### src/rtl/signdet_frame_sched.sv
// Frame scheduler for the gesture-classifier engine: decimates camera frames, runs the
// engine with a timeout guard and hands each result to the decision filter as one strobe.
module signdet_frame_sched #(
  parameter int unsigned FRAME_DIV   = 4,
  parameter int unsigned TIMEOUT_CYC = 60000,
  parameter bit          SKIP_ON_DET = 1'b1,
  parameter logic [4:0]  NOGEST_IDX  = 5'd9
) (
  input  logic        clk,
  input  logic        resetn,
  input  logic        i_enable,
  input  logic        i_frame_rdy,
  input  logic        i_det_vld,
  output logic        o_eng_start,
  input  logic        i_eng_done,
  input  logic [4:0]  i_eng_idx,
  input  logic [15:0] i_eng_diff,
  output logic [4:0]  o_max_idx,
  output logic [15:0] o_diff,
  output logic        o_validp,
  output logic        o_busy,
  output logic        o_timeout,
  output logic [7:0]  o_drop_cnt,
  output logic [2:0]  o_dbg_state
);

  // Engine handshake: o_eng_start is a one-cycle request; the engine answers with a
  // one-cycle i_eng_done carrying i_eng_idx/i_eng_diff, honoured only while in RUN.
  // The result leaves as a one-cycle o_validp with o_max_idx/o_diff held until the next one.
  typedef enum logic [2:0] {
    S_IDLE  = 3'd0,
    S_ARMED = 3'd1,
    S_START = 3'd2,
    S_RUN   = 3'd3,
    S_EMIT  = 3'd4
  } state_t;

  localparam logic [3:0]  DIV_LAST = 4'(FRAME_DIV - 1);
  localparam logic [15:0] TMR_LOAD = 16'(TIMEOUT_CYC - 1);

  state_t      state, state_nxt;
  logic [3:0]  div_cnt, div_nxt;
  logic [15:0] timer, timer_nxt;
  logic        valid_frame;
  logic        load_done;
  logic        load_tmo;
  logic        engine_owned;

  assign valid_frame  = i_frame_rdy && !(SKIP_ON_DET && i_det_vld);
  assign engine_owned = (state == S_START) || (state == S_RUN) || (state == S_EMIT);

  always_comb begin
    state_nxt = state;
    div_nxt   = div_cnt;
    timer_nxt = timer;
    load_done = 1'b0;
    load_tmo  = 1'b0;
    case (state)
      S_IDLE: begin
        if (i_enable) state_nxt = S_ARMED;
      end
      S_ARMED: begin
        // Disable wins over a frame arriving in the same cycle.
        if (!i_enable) begin
          state_nxt = S_IDLE;
          div_nxt   = '0;
        end else if (valid_frame) begin
          if (div_cnt == DIV_LAST) begin
            div_nxt   = '0;
            state_nxt = S_START;
          end else begin
            div_nxt = div_cnt + 4'd1;
          end
        end
      end
      S_START: begin
        timer_nxt = TMR_LOAD;
        state_nxt = S_RUN;
      end
      S_RUN: begin
        // A done landing on the last timer cycle still counts as a real result.
        if (i_eng_done) begin
          load_done = 1'b1;
          state_nxt = S_EMIT;
        end else if (timer == 16'd0) begin
          load_tmo  = 1'b1;
          state_nxt = S_EMIT;
        end else begin
          timer_nxt = timer - 16'd1;
        end
      end
      S_EMIT: begin
        state_nxt = i_enable ? S_ARMED : S_IDLE;
      end
      default: state_nxt = S_IDLE;
    endcase
  end

  always_ff @(posedge clk or negedge resetn) begin
    if (!resetn) begin
      state      <= S_IDLE;
      div_cnt    <= '0;
      timer      <= '0;
      o_max_idx  <= NOGEST_IDX;
      o_diff     <= '0;
      o_timeout  <= 1'b0;
      o_drop_cnt <= '0;
    end else begin
      state     <= state_nxt;
      div_cnt   <= div_nxt;
      timer     <= timer_nxt;
      o_timeout <= load_tmo;
      if (load_done) begin
        o_max_idx <= i_eng_idx;
        o_diff    <= i_eng_diff;
      end else if (load_tmo) begin
        o_max_idx <= NOGEST_IDX;
        o_diff    <= 16'd0;
      end
      if (valid_frame && engine_owned && (o_drop_cnt != 8'hFF)) begin
        o_drop_cnt <= o_drop_cnt + 8'd1;
      end
    end
  end

  assign o_eng_start = (state == S_START);
  assign o_validp    = (state == S_EMIT);
  assign o_busy      = (state == S_START) || (state == S_RUN);
  assign o_dbg_state = state;

endmodule

### config.mk
export PLATFORM = sky130hd
export DESIGN_NAME = signdet_frame_sched
export DESIGN_NICKNAME = d
export VERILOG_FILES = /design/src/rtl/signdet_frame_sched.sv
export SDC_FILE = /design/constraint.sdc
export NUM_CORES = 1
export LEC_CHECK = 0
export ABC_AREA = 1
export CORE_MARGIN = 8
export CORE_UTILIZATION = 54
export CTS_BUF_LIST = sky130_fd_sc_hd__clkbuf_16
export DETAILED_ROUTE_END_ITERATION = 8
export PLACE_DENSITY_LB_ADDON = 0.12
export SLEW_MARGIN = 20
export SYNTH_ARGS = -nofsm -noshare
export SYNTH_HDL_FRONTEND = slang
export SYNTH_SLANG_ARGS = --single-unit
### constraint.sdc
create_clock -name clk -period 4.7 [get_ports clk]
set_input_delay 0.94 -clock clk [delete_from_list [all_inputs] [get_ports clk]]
set_output_delay 0.94 -clock clk [all_outputs]
set_load 0.01 [all_outputs]
# Word-level counts from Yosys, hierarchy flattened
# Index checks and enable logic that the tools add are counted.
# op_classes
n_addsub	3
n_eq_ne	13
n_mux	23
reduce_logical	13
# ops
operator	count
$mux 16	4
$pmux 16 s2	1
$mux 3	6
$logic_not 16->1	1
$sub 16x1->16 const B	1
$pmux 3 s5	1
$mux 4	3
$mux 5	2
$ne 3x3->1 const B	3
$add 8x1->8 const B	1
$ne 8x8->1 const B	1
$eq 3x2->1 const B	2
$mux 1	6
$ne 2x2->1 const B	3
$add 4x1->4 const B	1
$eq 4x2->1 const B	1
$reduce_and 4->1	1
$reduce_bool 2->1	2
$eq 3x1->1 const B	1
$eq 3x3->1 const B	1
$logic_and 1x1->1	3
$logic_not 3->1	1
$reduce_and 3->1	1
$logic_or 1x1->1	2
other kinds (3)	3
# word_totals
ff_bits	53
in_bits	27
out_inout_bits	36
wordCells	59

# Logic depth before layout (Yosys ltp)
# depth
depth_word	6
mapped_depth	10
mapped_depth_nobuf	9

# Least setup slack after synthesis
# No wires, ideal clock.
# synth_path
path_type	flip-flop to output port
from	register state[2], in the netlist o_dbg_state[2]
to	output o_eng_start
arrival_ps	816
required_time_ps	3760
setup_slack_ps	2944
stages_incl_launch_ff	4
path_buffers	0
path_cell_list	dfrtp_1 inv_1 nand2_2 nor2_1
# synth_via
elab_chain_len	1
# synth_rtl
item	line_no	rtl
start, declared	41	state_t state, state_nxt;
start signal, assigned	109	state <= state_nxt;
$eq 3x2->1	126	assign o_eng_start = (state == S_START);
end, declared	14	output logic o_eng_start,
# Every way passes these cells.

# Final worst setup path
# layout_path
from	register state[2], in the netlist o_dbg_state[2]
to	output o_busy
# layout_via
elab_chain_len	2
elab_cells_between_ends	3
cone_classes	eq/ne: 2; reduce/logical: 1
# layout_rtl
item	line_no	rtl
$eq 3x2->1	128	assign o_busy = (state == S_START) || (state == S_RUN);
$logic_or 1x1->1 *	128	
end, declared	21	output logic o_busy,
# Every way passes the cells marked *; elsewhere a longest branch is shown, timed or not.

==> impl_metrics.csv <==
group,metric,value,unit
run_status,status,"completed",
floorplan,die_h,87.8,µm
synthesis,netlist_top_cells_area,"dfrtp_1 46%, nand2_1 17%, nand3_1 7.6%",
synthesis,synth_compound_area_frac,0.0494,
synthesis,synth-edff-count,0,
sta,layout_worst_path_cycle_share,0.546,
synthesis,syn_nets,386,
synthesis,synthAdderAreaFrac,0.0135,
synthesis,synth_mux_area_frac,0.00360,
clock_network,cts_buffer_depth,2,
worst_setup_path,crit_cells,4,
sta,fin_hold_ws,0.466,ns
finish,final_util,0.706,
synthesis,synth_cells,356,
grt,antenna_found_initial,0,
clock_network,ctsHoldBuffers,0,
sta,slew_viol_final,0,
synthesis,yosys.area.top_type,"dfrtp_1",
clock_network,cts_buffers,5,
sta,tightestPinTransition,0.779,ns
worst_setup_path,cp_max_fo,5,
grt,grt_max_degree,54,
place,portBuffers,62,
grt,grt_pass1_wl,11100,µm
synthesis,synth_top_family_by_area,"simple AND/OR/NAND/NOR gates",
worst_setup_path,slowest_delay,0.58,ns
floorplan,die_w,87.8,µm
pwr,powerDensity,544,nW/µm²
sta,final_hold_viol_count,0,
finish,final_layout_size_suffix_gt1_frac,0.0576,
grt,grtUsageTotal,0.181,
synthesis,netlist.area_leader.share,0.458,
grt,grt-ovfl-total,0,
synthesis,ys.flop_type,"dfrtp_1",
clock_network,path_clk_slew,0.06,ns
grt,grt_pass1_vias,2506,
place,place.gp.congestion,0.831,
detailed_routing,drc,0,
floorplan,core,5040,µm²
detailed_routing,wl_per_cell,12.9,µm
worst_setup_path,end_kind,"output pin",
synthesis,synth_commonest_cells,"128 x nand2_1, 51 x dfrtp_1, 42 x nand3_1",
place,pre_cts_ws,1.88,ns
synthesis,syn_avg_cell_area,7.82,µm²
worst_setup_path,cp_cell_sequence,"inv_1 -> nand2_2 -> inv_1 -> clkdlybuf4s50_1",
place,dp_hpwl,4540,µm
clock_network,post_cts_buffers,0,
worst_hold_path,hold_depth,2,
sta,setup_tns,0,ns
clock_network,htree_num_levels,2,
clock_network,post_cts_resized,0,
finish,final_cell_area,3560,µm²
worst_setup_path,cp.required,3.76,ns
synthesis,synthArstFlopShare,1.00,
worst_setup_path,cp.arrival,1.62,ns
detailed_routing,dr.first_iter.drc_count,144,
worst_setup_path,crit_family,"buffers and inverters",
synthesis,syn_area,2780,µm²
sta,skew,0.00682,ns
clock_network,clkLatencyLatePin,0.29,ns
detailed_routing,ant_nets,0,
synthesis,synth-seq-cells,53,
worst_setup_path,reg2reg_depth,8,
detailed_routing,first_pass_iters,4,
worst_setup_path,crit_type,"reg2out",
synthesis,yosys_warnings,0,
sta,fmax,390,MHz
floorplan,num_io_pins,63,
synthesis,synth-simple-area-share,0.354,
place,place_area,3420,µm²
clock_network,cts_tree,"yes",
worst_setup_path,start_kind,"flip-flop",
pwr,peakVddDrop,0.381,mV
finish,syn_to_final_growth,27.9,%
sta,min_period,2.56,ns
floorplan,rows,26,
synthesis,ys_seq_area_frac,0.477,
finish,finalNetCount,446,
run,maxCapViolations,0,
synthesis,synth_cell_types,31,
worst_setup_path,cp_num_buf_inv,3,
sta,layout_setup_ws,2.14,ns
sta,setup_viol_count_final,0,
worst_setup_path,crit_slowest_cell,"clkdlybuf4s50_1",
sta,relSlewSlack,0.480,
clock_network,root_buffer,"clkbuf_16",
clock_network,clock-sinks,53,
detailed_routing,via_per_inst,5.02,
detailed_routing,vias,2443,
floorplan,start_util,0.552,
detailed_routing,wl,6290,µm
sta,rsz0062_at_grt,"no",
synthesis,synth_most_common_cell,"nand2_1",
pwr,power_leakage,1.73,nW
worst_setup_path,critPathMostFrequentCell,"inv_1",
finish,diodes,0,
worst_hold_path,hold_class,"reg2reg",
floorplan,die_area,7710,µm²
synthesis,synthXorXnorAreaFrac,0.0378,
## worst reg2reg max path, cell delays in order, from the launching register on
cell	delay [ns]
dfrtp_1	0.43
inv_1	0.11
nand2_2	0.10
nor2_4	0.61
nand2_2	0.20
nand3_4	0.30
inv_1	0.17
nand2_1	0.09
nand2_1	0.05
## where the power goes
part | switching [W] | leakage, nW | internal [W]
Combinational | 0.000446 | 0.990 | 0.000381
Sequential | 0.000139 | 0.666 | 0.000627
Clock | 0.000153 | 0.0776 | 0.000192
Total | 0.000738 | 1.73 | 0.00120
## worst paths after layout
path | endpoint | slack [ns] | from
min in group asynchronous | o_drop_cnt[1] | 0.75 | resetn
hold / removal | o_max_idx[3] | 0.47 | o_max_idx[3]
max in group asynchronous | o_diff[7] | 3.50 | resetn
setup reg to reg | timer[14] | 2.55 | o_dbg_state[2]
hold reg to reg | o_max_idx[3] | 0.47 | o_max_idx[3]
setup / recovery | o_busy | 2.14 | o_dbg_state[2]
## layout make-up
cell class / count / area [µm²]
Clock buffer: 5 / 125
Fill cell: 420 / 1480
Sequential cell: 53 / 1330
Tap cell: 70 / 87.6
Inverter: 29 / 109
Timing Repair Buffer: 63 / 623
Clock inverter: 3 / 11.3
Multi-Input combinational cell: 264 / 1280
## kinds of logic (layout without fill, tap and decap cells)
family / Yosys count / after routing
adders and majority gates: 3 / 3
buffers and inverters: 39 / 100
muxes: 1 / 1
and+or+nand+nor: 223 / 223
xor gates and xnor gates: 12 / 12
DFF: 53 / 53
AOI/OAI and AO/OA: 25 / 25
## through the flow
| stage | power, W | cells |
|---|---|---|
| final | 0.00194 | 487 |
| after detailed placement | 0.00160 | 479 |
| after global routing | 0.00210 | 487 |
| after floorplan | 0.00125 | 356 |
| after CTS | 0.00195 | 487 |
| after global placement | 0.00158 | 479 |
## state kept, by name (all words and copies together) (netlist names)
| register | flops |
|---|---|
| o_diff | 16 |
| o_timeout | 1 |
| timer | 16 |
| o_drop_cnt | 8 |
| o_max_idx | 5 |
| div_cnt | 4 |
| o_dbg_state | 3 |
## routing by layer
metal,GRT usage,vias to the layer above,share of wire
met5,0,-,0
met4,0.0500,0,0.0097
met3,0.0760,6,0.087
met2,0.295,68,0.47
met1,0.213,1122,0.44
li1,-,1247,-
## placed cells by master, fill, tap and decap left out, drive strengths merged, types with 2 or more instances in the layout
cell type / instances
ha: 3
buf: 2
nand3: 44
inv: 32
o21ai: 17
clkdlybuf4s50: 61
clkbuf: 5
nor2: 38
dfrtp: 51
o21bai: 3
nand3b: 3
nand2: 132
xnor2: 5
or2: 2
a21oi: 2
xor2: 7
dfstp: 2
nand4: 2
nor3: 2
No activity file was read; power rests on OpenSTA's default activity.
